==> config.mk <==
export PLATFORM = sky130hd
export DESIGN_NAME = sync_fifo_flat
export DESIGN_NICKNAME = d
export VERILOG_FILES = /design/src/rtl/sync_fifo_if.sv /design/src/rtl/sync_fifo.sv /design/src/flat_wrapper.sv
export SDC_FILE = /design/constraint.sdc
export NUM_CORES = 1
export LEC_CHECK = 0
export CORE_MARGIN = 3
export CORE_UTILIZATION = 45
export CTS_CLUSTER_SIZE = 28
export DETAILED_ROUTE_END_ITERATION = 8
export MAX_ROUTING_LAYER = met4
export PLACE_DENSITY = 0.65
export SLEW_MARGIN = 20
export SYNTH_ARGS = -nofsm -noshare
export SYNTH_HDL_FRONTEND = slang
export SYNTH_SLANG_ARGS = --single-unit
==> constraint.sdc <==
create_clock -name clk -period 6.92 [get_ports clk]
set_input_delay 1.384 -clock clk [delete_from_list [all_inputs] [get_ports clk]]
set_output_delay 1.384 -clock clk [all_outputs]
set_load 0.05 [all_outputs]
==> src/rtl/sync_fifo_if.sv <==
// Handshake and status bundle for sync_fifo: the producer/consumer side
// drives through master, the FIFO itself sits on slave.
interface sync_fifo_if #(
    parameter int DATA_WIDTH = 16,
    parameter int ADDR_SIZE  = 4
);
    logic                  flush;
    logic                  wr_en;
    logic [DATA_WIDTH-1:0] din;
    logic                  rd_en;
    logic [DATA_WIDTH-1:0] dout;
    logic                  full;
    logic                  empty;
    logic                  almost_full;
    logic                  almost_empty;
    logic [ADDR_SIZE:0]    level;
    logic                  overflow;
    logic                  underflow;

    modport master (
        output flush, wr_en, din, rd_en,
        input  dout, full, empty, almost_full, almost_empty, level, overflow, underflow
    );

    modport slave (
        input  flush, wr_en, din, rd_en,
        output dout, full, empty, almost_full, almost_empty, level, overflow, underflow
    );
endinterface

==> src/rtl/sync_fifo.sv <==
// Single-clock FIFO with occupancy count, almost-full/empty thresholds,
// sticky overflow/underflow, synchronous flush and optional FWFT read mode.
module sync_fifo #(
    parameter int DATA_WIDTH = 16,
    parameter int ADDR_SIZE  = 4,
    parameter int FWFT       = 0,
    parameter int AF_THRESH  = (1 << ADDR_SIZE) - 2,
    parameter int AE_THRESH  = 2
) (
    input logic        clk,
    input logic        rstn,
    sync_fifo_if.slave fifo
);
    localparam int DEPTH = 1 << ADDR_SIZE;
    localparam logic [ADDR_SIZE:0]   LVL_FULL = (ADDR_SIZE+1)'(DEPTH);
    localparam logic [ADDR_SIZE:0]   LVL_AF   = (ADDR_SIZE+1)'(AF_THRESH);
    localparam logic [ADDR_SIZE:0]   LVL_AE   = (ADDR_SIZE+1)'(AE_THRESH);
    localparam logic [ADDR_SIZE:0]   LVL_ONE  = (ADDR_SIZE+1)'(1);
    localparam logic [ADDR_SIZE-1:0] PTR_ONE  = ADDR_SIZE'(1);

    logic [DATA_WIDTH-1:0] mem_q [DEPTH];

    logic [ADDR_SIZE-1:0]  wr_ptr_q, wr_ptr_d;
    logic [ADDR_SIZE-1:0]  rd_ptr_q, rd_ptr_d;
    logic [ADDR_SIZE:0]    level_q, level_d;
    logic                  overflow_q, overflow_d;
    logic                  underflow_q, underflow_d;
    logic [DATA_WIDTH-1:0] dout_q, dout_d;

    logic full;
    logic empty;
    logic wr_accept;
    logic rd_accept;

    // Flags come only from the registered level, never from the requests.
    always_comb begin
        full      = (level_q == LVL_FULL);
        empty     = (level_q == '0);
        wr_accept = fifo.wr_en && !full  && !fifo.flush;
        rd_accept = fifo.rd_en && !empty && !fifo.flush;
    end

    always_comb begin
        wr_ptr_d    = wr_ptr_q;
        rd_ptr_d    = rd_ptr_q;
        level_d     = level_q;
        overflow_d  = overflow_q;
        underflow_d = underflow_q;
        dout_d      = dout_q;

        if (fifo.flush) begin
            wr_ptr_d    = '0;
            rd_ptr_d    = '0;
            level_d     = '0;
            overflow_d  = 1'b0;
            underflow_d = 1'b0;
            dout_d      = '0;
        end else begin
            if (wr_accept) begin
                wr_ptr_d = wr_ptr_q + PTR_ONE;
            end
            if (rd_accept) begin
                rd_ptr_d = rd_ptr_q + PTR_ONE;
                dout_d   = mem_q[rd_ptr_q];
            end
            case ({wr_accept, rd_accept})
                2'b10:   level_d = level_q + LVL_ONE;
                2'b01:   level_d = level_q - LVL_ONE;
                default: level_d = level_q;
            endcase
            overflow_d  = overflow_q  | (fifo.wr_en && full);
            underflow_d = underflow_q | (fifo.rd_en && empty);
        end
    end

    always_ff @(posedge clk or negedge rstn) begin
        if (!rstn) begin
            wr_ptr_q    <= '0;
            rd_ptr_q    <= '0;
            level_q     <= '0;
            overflow_q  <= 1'b0;
            underflow_q <= 1'b0;
            dout_q      <= '0;
        end else begin
            wr_ptr_q    <= wr_ptr_d;
            rd_ptr_q    <= rd_ptr_d;
            level_q     <= level_d;
            overflow_q  <= overflow_d;
            underflow_q <= underflow_d;
            dout_q      <= dout_d;
        end
    end

    // Storage is deliberately unreset; flush and reset only move pointers.
    always_ff @(posedge clk) begin
        if (wr_accept) begin
            mem_q[wr_ptr_q] <= fifo.din;
        end
    end

    always_comb begin
        if (FWFT != 0) begin
            fifo.dout = empty ? '0 : mem_q[rd_ptr_q];
        end else begin
            fifo.dout = dout_q;
        end
    end

    assign fifo.full         = full;
    assign fifo.empty        = empty;
    assign fifo.almost_full  = (level_q >= LVL_AF);
    assign fifo.almost_empty = (level_q <= LVL_AE);
    assign fifo.level        = level_q;
    assign fifo.overflow     = overflow_q;
    assign fifo.underflow    = underflow_q;
endmodule

==> src/flat_wrapper.sv <==
// flat-port wrapper written by rule: the top's interface ports become plain ports
module sync_fifo_flat 
#(
    parameter int DATA_WIDTH = 16,
    parameter int ADDR_SIZE  = 4,
    parameter int FWFT       = 0,
    parameter int AF_THRESH  = (1 << ADDR_SIZE) - 2,
    parameter int AE_THRESH  = 2
)
  (clk, rstn, fifo_flush, fifo_wr_en, fifo_din, fifo_rd_en, fifo_dout, fifo_full, fifo_empty, fifo_almost_full, fifo_almost_empty, fifo_level, fifo_overflow, fifo_underflow);
  sync_fifo_if #(.DATA_WIDTH(DATA_WIDTH), .ADDR_SIZE(ADDR_SIZE)) fifo_i ();
  input logic clk;
  input logic rstn;
  input wire logic [$bits(fifo_i.flush)-1:0] fifo_flush;
  input wire logic [$bits(fifo_i.wr_en)-1:0] fifo_wr_en;
  input wire logic [$bits(fifo_i.din)-1:0] fifo_din;
  input wire logic [$bits(fifo_i.rd_en)-1:0] fifo_rd_en;
  output wire logic [$bits(fifo_i.dout)-1:0] fifo_dout;
  output wire logic [$bits(fifo_i.full)-1:0] fifo_full;
  output wire logic [$bits(fifo_i.empty)-1:0] fifo_empty;
  output wire logic [$bits(fifo_i.almost_full)-1:0] fifo_almost_full;
  output wire logic [$bits(fifo_i.almost_empty)-1:0] fifo_almost_empty;
  output wire logic [$bits(fifo_i.level)-1:0] fifo_level;
  output wire logic [$bits(fifo_i.overflow)-1:0] fifo_overflow;
  output wire logic [$bits(fifo_i.underflow)-1:0] fifo_underflow;
  assign fifo_i.flush = fifo_flush;
  assign fifo_i.wr_en = fifo_wr_en;
  assign fifo_i.din = fifo_din;
  assign fifo_i.rd_en = fifo_rd_en;
  assign fifo_dout = fifo_i.dout;
  assign fifo_full = fifo_i.full;
  assign fifo_empty = fifo_i.empty;
  assign fifo_almost_full = fifo_i.almost_full;
  assign fifo_almost_empty = fifo_i.almost_empty;
  assign fifo_level = fifo_i.level;
  assign fifo_overflow = fifo_i.overflow;
  assign fifo_underflow = fifo_i.underflow;
  sync_fifo #(.DATA_WIDTH(DATA_WIDTH), .ADDR_SIZE(ADDR_SIZE), .FWFT(FWFT), .AF_THRESH(AF_THRESH), .AE_THRESH(AE_THRESH)) u_core (.clk(clk), .rstn(rstn), .fifo(fifo_i));
endmodule
==> impl_results.md, run 1 <==
- Status: complete, no violations
- Startpoint types: flop
- EDFF count, synth: around 260
- Slew Limit Fails: 0
- Drt drc: 0
- Post-layout nets: 641
- Crit path time final: between 4 and 5 ns
- Final setup violation count: 0
- Layout cells sized above 1: between 20% and 30%
- DRT iter0 DRCs: ~600
- Gr ovfl total: 0
- Worst slew pin tran: ~1.0 ns
- Post-synthesis average cell area: 20.2 um2
- Syn Inst Count: 561
- All-Layer GR Usage: around 18%
- CP max stage cell: clkdlybuf4s50_1
- H-tree Lvls: 1
- Initial antenna violation count: 0
- Max-cap violations: 0
- Routed vias: about 5500
- PortBufs: 47
- Lkg Pwr: 4.18 nW
- Worst vdd ir: approximately 230 uV
- Filler instances: approximately 1900
- Post-synth top flop: edfxtp_1
- ANT cells: 0
- Largest fanout on the critical path: 10
- Post-layout util: a little over half
- CP Class: flop to primary output
- Logic pwr share: roughly 23%
- Hold Path Class: flop to flop
- Maximum clock insertion buffer count: 3
- Net Sw Frac: between 20% and 30%
- Switching power: 1.33 mW
- Critical Path Sink: fifo_empty
- GRT busiest layer: met1
- Setup_tns: 0 ns
- Syn Nets: 589
- Root Buffer: clkbuf_16
- Number of global-route vias before repair: about 5600
- RSZ-0062 raised after global routing: false
- Core ar.: about 0.025 mm2
- Grt met3 use: 2.83%
- Cell variety after synth: 49
- Total CTS buffers: 29
- FP Rows: 57
- First-pass GRT wire length: 34900 um
- Detailed placement HPWL: 14300 um
- Clk sinks: 287
- Sequence of cells on the critical path: or4_4 -> nor2_1 -> clkdlybuf4s50_1
- Most common cell after layout, fill and taps aside: edfxtp_1
- Hold Buf Count CTS: 0
- Die area: around 0.027 mm2
- Slew HR: 30.5%
- Die Ht: 165 um
- WL per Instance: 23.8 um
- Seq pwr share: approximately 45%
- Worst R2R Setup Slack: 3.66 ns
- Arrival @ worst endpoint: ~2.8 ns
- Worst r2r dst: u_core.fifo.level[4]$_DFFE_PN0P_
- Largest net degree at the start of global routing: 68
- Drt first pass iters: 7
- Worst-Skew Late Latency: 0.54 ns
- Final Cycle Share: between 60 and 70%
- Post-route ant nets: 0
- GR Util met2: 26.4%
- Worst EP required: 5.54 ns
- Achievable clock frequency: 237 MHz
- Worst setup EP type: primary output
- Fin Clk Skew: 0.0151 ns
- Via density: approximately 5.7
- Asr flop ratio synth: 10.8%
- CTS tree: built
- Synth Warn #: 0
- Sequential fraction of the synthesis area: 74.6%
- I/O Pins: 48
- Clock slew at reported path FFs: 0.06 ns
- Post-CTS setup buffers: 0
- Most frequent cells in the layout: 256 x edfxtp_1, 80 x mux4_2, 46 x nand2_1, 46 x clkdlybuf4s50_1
- Chip width: 165 um
- GP Congestion: ~0.84
- #FFs+latches synth: 287
- Post-CTS Resized: 0
- Pwr dens: 358 mW/mm2
- Hold_ws: 0.503 ns
- Hold Vio Cnt, Final: 0
- Met1 Track Usage GR: 27.1%
- Mapped Area: 0.0113 mm2
- Initial Util: approximately 46%
- CP peak stage delay: 0.87 ns
- Reg2reg path depth: 10
- CP Launch Point: u_core.fifo.level[0]$_DFFE_PN0P_
- Post-layout total power: 4.69 mW
- Clock power frac: 32.5%
- Power Internal: 3.36 mW
- DRT Wirelength: approximately 23000 um
- Area Growth Syn to Fin: 15.4%
- RR Startpoint: u_core.fifo.level[0]$_DFFE_PN0P_
- HP Start: u_core.fifo.overflow$_DFF_PN0_
synth_stat cells (2+ instances only):
cell type  count  area (um2)
a21oi_1       24         120
buf_1          3        11.3
buf_2          6        30.0
buf_6          3        33.8
clkbuf_1      17        63.8
clkbuf_8       2        27.5
dfrtp_1       31         776
edfxtp_1     256        7690
ha_1           7        87.6
inv_1          3        11.3
mux4_2        80        1800
nand2_1       46         173
nand2b_1       4        25.0
nand4_1        2        12.5
nor2_1        30         113
nor2b_1        2        12.5
nor3_1         6        30.0
xnor2_1        2        17.5
xor2_1         7        61.3
cell families (layout without fill, tap and decap cells):
logic type,after synthesis,after routing,share of synthesized area (%)
AOI/OAI and AO/OA,40,40,2.26
xor gates and xnor gates,9,9,0.695
adders and majority gates,7,7,0.772
buffers and inverters,37,112,1.78
DFF,287,287,74.6
muxes,81,81,16.0
and+or+nand+nor,100,100,3.94
power groups by stage:
stage	registers [mW]	logic [mW]	clock network, mW
final	2.09	1.08	1.53
after global routing	2.11	1.15	1.63
after CTS	2.09	1.09	1.56
after detailed placement	2.13	1.08	0
after global placement	2.12	1.07	0
after floorplan	2.16	0.726	0
per-layer routing:
layer / share of wire (%) / vias to the layer above / wire length (um)
li1: - / 2369 / -
met1: 46 / 2916 / 10500
met2: 47 / 195 / 10700
met3: 5.8 / 35 / 1320
met4: 1.4 / 0 / 313
met5: 0 / - / 0
worst min-delay path by stage:
stage	endpoint	slack (ns)	cells past startpoint
floorplan	u_core.wr_ptr_q[1]$_DFFE_PN0P_	0.56	2
detailed placement	u_core.fifo.underflow$_DFF_PN0_	0.49	2
finish	u_core.fifo.overflow$_DFF_PN0_	0.50	2
CTS	u_core.fifo.underflow$_DFF_PN0_	0.51	2
global placement	u_core.fifo.overflow$_DFF_PN0_	0.50	2
global route	u_core.fifo.underflow$_DFF_PN0_	0.54	2
stage by stage:
step                cell area (um2)  std cells  worst slack, ns
floorplan                     11300        561             2.27
global placement              12100        906             2.61
detailed placement            12100        906             2.51
CTS                           13100        960             2.69
global route                  13100        960             2.63
finish                        13100        960             2.69
worst max-delay path, delay by kind of cell (launching register included):
family                 cells  cell delay, ns
flip-flops                 1            0.50
AND/OR/NAND/NOR            2            0.95
buffers and inverters      1            0.87
sequential cells by signal, summed over array words and instances, names as in the netlist:
signal,flops
u_core.fifo.dout,16
u_core.fifo.level,5
u_core.fifo.overflow,1
u_core.fifo.underflow,1
u_core.mem_q,256
u_core.rd_ptr_q,4
u_core.wr_ptr_q,4
area by class of cell:
class	count	area, um2	share of cell area [%]
tap	324	405	3.10
multi-input combinational	237	2730	20.9
timing repair buffer	55	526	4.01
sequential	287	8470	64.7
clock inverter	14	148	1.13
clock buffer	40	797	6.09
inverter	3	11.3	0.0860
No activity file was read; power rests on OpenSTA's default activity.
==> inputs of run 2 (changes only) <==
--- a/config.mk
+++ b/config.mk
@@ -10,7 +10,7 @@
 export CTS_CLUSTER_SIZE = 28
 export DETAILED_ROUTE_END_ITERATION = 8
 export MAX_ROUTING_LAYER = met4
-export PLACE_DENSITY = 0.65
+export PLACE_DENSITY = 0.67
 export SLEW_MARGIN = 20
 export SYNTH_ARGS = -nofsm -noshare
 export SYNTH_HDL_FRONTEND = slang
==> constraint.sdc (replaced) <==
create_clock -name clk -period 3.7 [get_ports clk]
set_input_delay 0.74 -clock clk [delete_from_list [all_inputs] [get_ports clk]]
set_output_delay 0.74 -clock clk [all_outputs]
set_load 0.05 [all_outputs]
==> impl_results.md, run 2 (same netlist as run 1, synthesis figures left out) <==
- Slew Limit Fails: 0 (unchanged)
- Setup_tns: 0 ns (unchanged)
- Largest fanout on the critical path: 10 (unchanged)
- DRT Wirelength: 23400 um (+2.3%)
- Post-route ant nets: 0 (unchanged)
- Die area: 0.0272 mm2 (unchanged)
- Worst vdd ir: 466 uV (+100%)
- Largest net degree at the start of global routing: 42 (-38%)
- Power Internal: 6.46 mW (+92%)
- RR Startpoint: u_core.fifo.level[0]$_DFFE_PN0P_
- I/O Pins: 48 (unchanged)
- GP Congestion: 0.882 (+4.5%)
- Worst setup EP type: primary output
- Initial Util: 46.2% (unchanged)
- CP max stage cell: clkdlybuf4s50_1
- Hold Buf Count CTS: 0 (unchanged)
- Achievable clock frequency: 283 MHz
- Filler instances: 1883 (-2.4%)
- All-Layer GR Usage: 18.5% (+0.59 points)
- Status: complete, no violations
- Sequence of cells on the critical path: or4_4 -> nor2_1 -> clkdlybuf4s50_1
- Worst slew pin tran: 1.02 ns (-0.0237 ns)
- Worst-Skew Late Latency: 0.54 ns (about the same)
- Post-CTS setup buffers: 0 (unchanged)
- Switching power: 2.47 mW (+85%)
- Final setup violation count: 0 (unchanged)
- Placed insts: 934 (+3.1%)
- Seq pwr share: 42.9% (-1.6 points)
- Worst r2r dst: u_core.fifo.level[4]$_DFFE_PN0P_
- Area Growth Syn to Fin: 18.4%
- Post-layout nets: 669 (+4.4%)
- PortBufs: 47 (unchanged)
- Via density: 5.73 (-0.24%)
- Maximum clock insertion buffer count: 3 (unchanged)
- Clock power frac: 33.8% (+1.3 points)
- Initial antenna violation count: 0 (unchanged)
- Most frequent cells in the layout: 256 x edfxtp_1, 80 x mux4_2, 46 x nand2_1, 46 x clkdlybuf4s50_1, 30 x buf_4
- Post-layout util: 54.8% (+1.4 points)
- First-pass GRT wire length: 36000 um (+3.0%)
- ANT cells: 0 (unchanged)
- Lkg Pwr: 4.37 nW (+4.6%)
- Slew HR: 32.1% (+1.6 points)
- Startpoint types: flop
- Pwr dens: 664 mW/mm2 (+85%)
- Layout cells sized above 1: 28.3% (+3.6 points)
- Drt first pass iters: 5 (-2)
- Fin cells: 988 (+2.9%)
- H-tree Lvls: 1 (unchanged)
- Post-CTS Resized: 0 (unchanged)
- Core ar.: 0.0245 mm2 (unchanged)
- Hold Path Class: input port to async pin
- Post-Place Worst Slack: 0.295 ns (-2.22 ns)
- Fin Clk Skew: 0.0197 ns (+0.00457 ns)
- Routed vias: 5662 (+2.7%)
- CP Class: flop to primary output
- Max reg flops: 256 (unchanged)
- Max-cap violations: 0 (unchanged)
- Root Buffer: clkbuf_16
- Final Cycle Share: 95.7%
- Gr ovfl total: 0 (unchanged)
- Reg2reg path depth: 10 (unchanged)
- Biggest register: u_core.mem_q
- Drt drc: 0 (unchanged)
- CP peak stage delay: 0.86 ns (about the same)
- Clock slew at reported path FFs: 0.06 ns (about the same)
- Total CTS buffers: 29 (unchanged)
- Final Cell Area: 0.0134 mm2 (+2.7%)
- Detailed placement HPWL: 14500 um (+1.4%)
- Fin worst setup slack: 0.160 ns (-2.53 ns)
- Clk sinks: 287 (unchanged)
- DRT iter0 DRCs: 780 (+26%)
- Number of global-route vias before repair: 5846 (+3.7%)
- CTS tree: built
- Worst R2R Setup Slack: 0.34 ns (-3.32 ns)
- Arrival @ worst endpoint: 2.80 ns (-0.04 ns)
- Most common cell after layout, fill and taps aside: edfxtp_1
- RSZ-0062 raised after global routing: false
- Net Sw Frac: 27.6% (-0.75 points)
- Hold_ws: 0.271 ns (-0.231 ns)
- Worst EP required: 2.96 ns (-2.58 ns)
- Hold Vio Cnt, Final: 0 (unchanged)
- Post-layout total power: 8.92 mW (+90%)
- Logic pwr share: 23.3% (+0.3 points)
- FP Rows: 57 (unchanged)
- Chip width: 165 um (unchanged)
- Crit path time final: 3.54 ns
- DP Area: 0.0124 mm2 (+2.4%)
- WL per Instance: 23.7 um (-0.59%)
- Die Ht: 165 um (unchanged)
==> run 2: cell count changes in the layout (fill, tap and decap cells not counted), sizes merged <==
cell    previous run  this run
buf                9        37
bufinv             3         5
clkbuf            40        37
clkinv            10        11
==> run 2: how the worst max path moves through the flow <==
stage | start | end | slack, ns | depth (start not counted)
4_1_cts | u_core.fifo.level[0]$_DFFE_PN0P_ | fifo_empty | 0.13 | 3
3_5_place_dp | fifo_flush | u_core.fifo.level[4]$_DFFE_PN0P_ | 0.30 | 11
6_report | u_core.fifo.level[0]$_DFFE_PN0P_ | fifo_empty | 0.16 | 3
3_3_place_gp | fifo_flush | u_core.fifo.level[4]$_DFFE_PN0P_ | 0.34 | 11
2_1_floorplan | u_core.fifo.level[2]$_DFFE_PN0P_ | fifo_almost_empty | 0.36 | 2
5_1_grt | u_core.fifo.level[0]$_DFFE_PN0P_ | fifo_empty | 0.07 | 3
==> run 2: area by class of cell <==
| cell class | instances | area (um2) | share of cell area [%] |
|---|---|---|---|
| flip-flops and latches | 287 | 8470 | 63.0 |
| multi-input cells | 237 | 2740 | 20.4 |
| repair buffers | 83 | 811 | 6.03 |
| clock buffers | 37 | 776 | 5.77 |
| well taps | 324 | 405 | 3.02 |
| clock inverters | 17 | 231 | 1.72 |
| inverters | 3 | 11.3 | 0.0838 |
==> run 2: power by group through the flow <==
stage	clock network, mW	registers (mW)	logic, mW
after floorplan	0	4.04	1.36
after global placement	0	3.89	2.08
after detailed placement	0	3.91	2.10
after CTS	3.07	3.84	2.11
after global routing	3.22	3.86	2.23
final	3.02	3.83	2.08
==> run 2: layer usage <==
layer | wire length (um) | up-vias | global-route usage [%] | share of wire (%)
li1 | - | 2431 | - | -
met1 | 10200 | 3002 | 26.3 | 44
met2 | 11400 | 195 | 28.7 | 49
met3 | 1300 | 34 | 2.58 | 5.6
met4 | 456 | 0 | 4.69 | 1.9
met5 | 0 | - | - | 0
==> run 2: critical path: cells and delay by family, from the launching register on <==
| family | cells | cell delay (ns) |
|---|---|---|
| DFF | 1 | 0.49 |
| and+or+nand+nor | 2 | 0.91 |
| buffers and inverters | 1 | 0.86 |
==> inputs of run 3 (changes only) <==
--- a/config.mk
+++ b/config.mk
@@ -5,7 +5,7 @@
 export SDC_FILE = /design/constraint.sdc
 export NUM_CORES = 1
 export LEC_CHECK = 0
-export CORE_MARGIN = 3
+export CORE_MARGIN = 10
 export CORE_UTILIZATION = 45
 export CTS_CLUSTER_SIZE = 28
 export DETAILED_ROUTE_END_ITERATION = 8
==> impl_results.md, run 3 (same netlist as run 1, synthesis figures left out) <==
- Status: complete, no violations
- Total CTS buffers: 27 (-6.9%)
- DRT iter0 DRCs: 498 (-36%)
- Biggest register: u_core.mem_q
- Gr ovfl total: 0 (unchanged)
- Power Internal: 6.39 mW (-1.0%)
- Post-Place Worst Slack: 0.297 ns (+0.00210 ns)
- Slew HR: 29.8% (-2.3 points)
- I/O Pins: 48 (unchanged)
- CP Launch Point: u_core.fifo.level[0]$_DFFE_PN0P_
- CP Class: flop to primary output
- First-pass GRT wire length: 35900 um (-0.33%)
- All-Layer GR Usage: 15.4% (-3.1 points)
- ANT cells: 0 (unchanged)
- Worst vdd ir: 436 uV (-6.3%)
- RR Startpoint: u_core.fifo.level[0]$_DFFE_PN0P_
- Final Cell Area: 0.0133 mm2 (-0.76%)
- Drt drc: 0 (unchanged)
- Hold Vio Cnt, Final: 0 (unchanged)
- FP Rows: 58 (+1.8%)
- Filler instances: 1934 (+2.7%)
- Lkg Pwr: 4.36 nW (-0.35%)
- WL per Instance: 23.3 um (-1.7%)
- GP Congestion: 0.900 (+2.0%)
- Pwr dens: 657 mW/mm2 (-1.1%)
- Most frequent cells in the layout: 256 x edfxtp_1, 80 x mux4_2, 47 x clkdlybuf4s50_1
- Via density: 5.59 (-2.4%)
- Max-cap violations: 0 (unchanged)
- Routed vias: 5565 (-1.7%)
- Clk sinks: 287 (unchanged)
- Worst slew pin tran: 1.05 ns (+0.0348 ns)
- Critical Path Sink: fifo_empty
- Clock power frac: 32.9% (-0.9 points)
- Seq pwr share: 43.4% (+0.5 points)
- Startpoint types: flop
- RSZ-0062 raised after global routing: false
- DP Area: 0.0124 mm2 (-0.20%)
- Hold Buf Count CTS: 0 (unchanged)
- Worst R2R Setup Slack: 0.43 ns (+0.09 ns)
- Worst setup EP type: primary output
- Hold Path Class: flop to flop
- Fin worst setup slack: 0.172 ns (+0.0119 ns)
- Most common cell after layout, fill and taps aside: edfxtp_1
- Worst r2r dst: u_core.fifo.level[4]$_DFFE_PN0P_
- Post-layout util: 53.4% (-1.4 points)
- Post-route ant nets: 0 (unchanged)
- Post-CTS setup buffers: 0 (unchanged)
- Detailed placement HPWL: 14600 um (+0.92%)
- Post-layout total power: 8.76 mW (-1.9%)
- Largest fanout on the critical path: 10 (unchanged)
- Post-layout nets: 673 (+0.60%)
- Layout cells sized above 1: 26.0% (-2.3 points)
- Worst-Skew Late Latency: 0.53 ns (about the same)
- Fin Clk Skew: 0.00914 ns (-0.0105 ns)
- Clock slew at reported path FFs: 0.06 ns (about the same)
- Die Ht: 179 um (+8.5%)
- Max reg flops: 256 (unchanged)
- Achievable clock frequency: 283 MHz (+0.34%)
- PortBufs: 47 (unchanged)
- Initial antenna violation count: 0 (unchanged)
- Die area: 0.0320 mm2 (+18%)
- Slew Limit Fails: 0 (unchanged)
- Area Growth Syn to Fin: 17.5%
- Final Cycle Share: 95.3% (-0.32 points)
- Crit path time final: 3.53 ns (-0.0119 ns)
- Initial Util: 45.4% (-0.80 points)
- Root Buffer: clkbuf_16
- CTS tree: built
- Setup_tns: 0 ns (unchanged)
- Maximum clock insertion buffer count: 3 (unchanged)
- Post-CTS Resized: 0 (unchanged)
- DRT Wirelength: 23200 um (-0.98%)
- Arrival @ worst endpoint: 2.79 ns (about the same)
- Worst EP required: 2.96 ns (about the same)
- Largest net degree at the start of global routing: 68 (+62%)
- Switching power: 2.37 mW (-4.1%)
- H-tree Lvls: 1 (unchanged)
- Net Sw Frac: 27.0% (-0.62 points)
- Number of global-route vias before repair: 5975 (+2.2%)
- Core ar.: 0.0250 mm2 (+1.8%)
- Reg2reg path depth: 10 (unchanged)
- Final setup violation count: 0 (unchanged)
- Chip width: 179 um (+8.5%)
- Logic pwr share: 23.7% (+0.4 points)
- Drt first pass iters: 5 (unchanged)
-- run 3: power by group through the flow --
stage | clock, mW | combinational, mW | sequential (mW)
global route | 3.08 | 2.23 | 3.82
CTS | 2.94 | 2.12 | 3.80
finish | 2.88 | 2.08 | 3.80
detailed placement | 0 | 2.12 | 3.87
global placement | 0 | 2.08 | 3.86
floorplan | 0 | 1.36 | 4.04
-- run 3: area by class of cell --
type | count | area, um2 | area share [%]
Inverter | 3 | 11.3 | 0.0844
Clock inverter | 12 | 208 | 1.56
Sequential cell | 287 | 8470 | 63.5
Timing Repair Buffer | 89 | 811 | 6.08
Clock buffer | 37 | 723 | 5.42
Tap cell | 330 | 413 | 3.10
Multi-Input combinational cell | 237 | 2700 | 20.3
-- run 3: layer usage --
layer	up-vias	share of wire (%)	global-route usage [%]
met4	0	1.7	4.41
met1	2917	42	20.0
met3	35	5.9	2.11
met5	-	0	-
li1	2432	-	-
met2	181	51	24.9
-- run 3: worst min-delay path by stage --
stage,startpoint,endpoint,slack (ns),cells past startpoint
5_1_grt,u_core.fifo.dout[15]$_DFFE_PN0P_,u_core.fifo.dout[15]$_DFFE_PN0P_,0.54,2
4_1_cts,u_core.fifo.underflow$_DFF_PN0_,u_core.fifo.underflow$_DFF_PN0_,0.51,2
2_1_floorplan,rstn,u_core.fifo.dout[0]$_DFFE_PN0P_,0.44,0
3_3_place_gp,u_core.fifo.underflow$_DFF_PN0_,u_core.fifo.underflow$_DFF_PN0_,0.50,2
6_report,u_core.fifo.underflow$_DFF_PN0_,u_core.fifo.underflow$_DFF_PN0_,0.51,2
3_5_place_dp,u_core.fifo.underflow$_DFF_PN0_,u_core.fifo.underflow$_DFF_PN0_,0.49,2
-- run 3: through the flow --
step	instances	hold WS, ns
after floorplan	561	0.444
after global placement	946	0.496
after detailed placement	946	0.494
after CTS	995	0.512
after global routing	995	0.536
final	995	0.510
-- run 3: worst max-delay path, stage by stage, from the launching register on --
cell and delay [ns]:
dfrtp_1 0.50, or4_4 0.64, nor2_1 0.26, clkdlybuf4s50_1 0.87
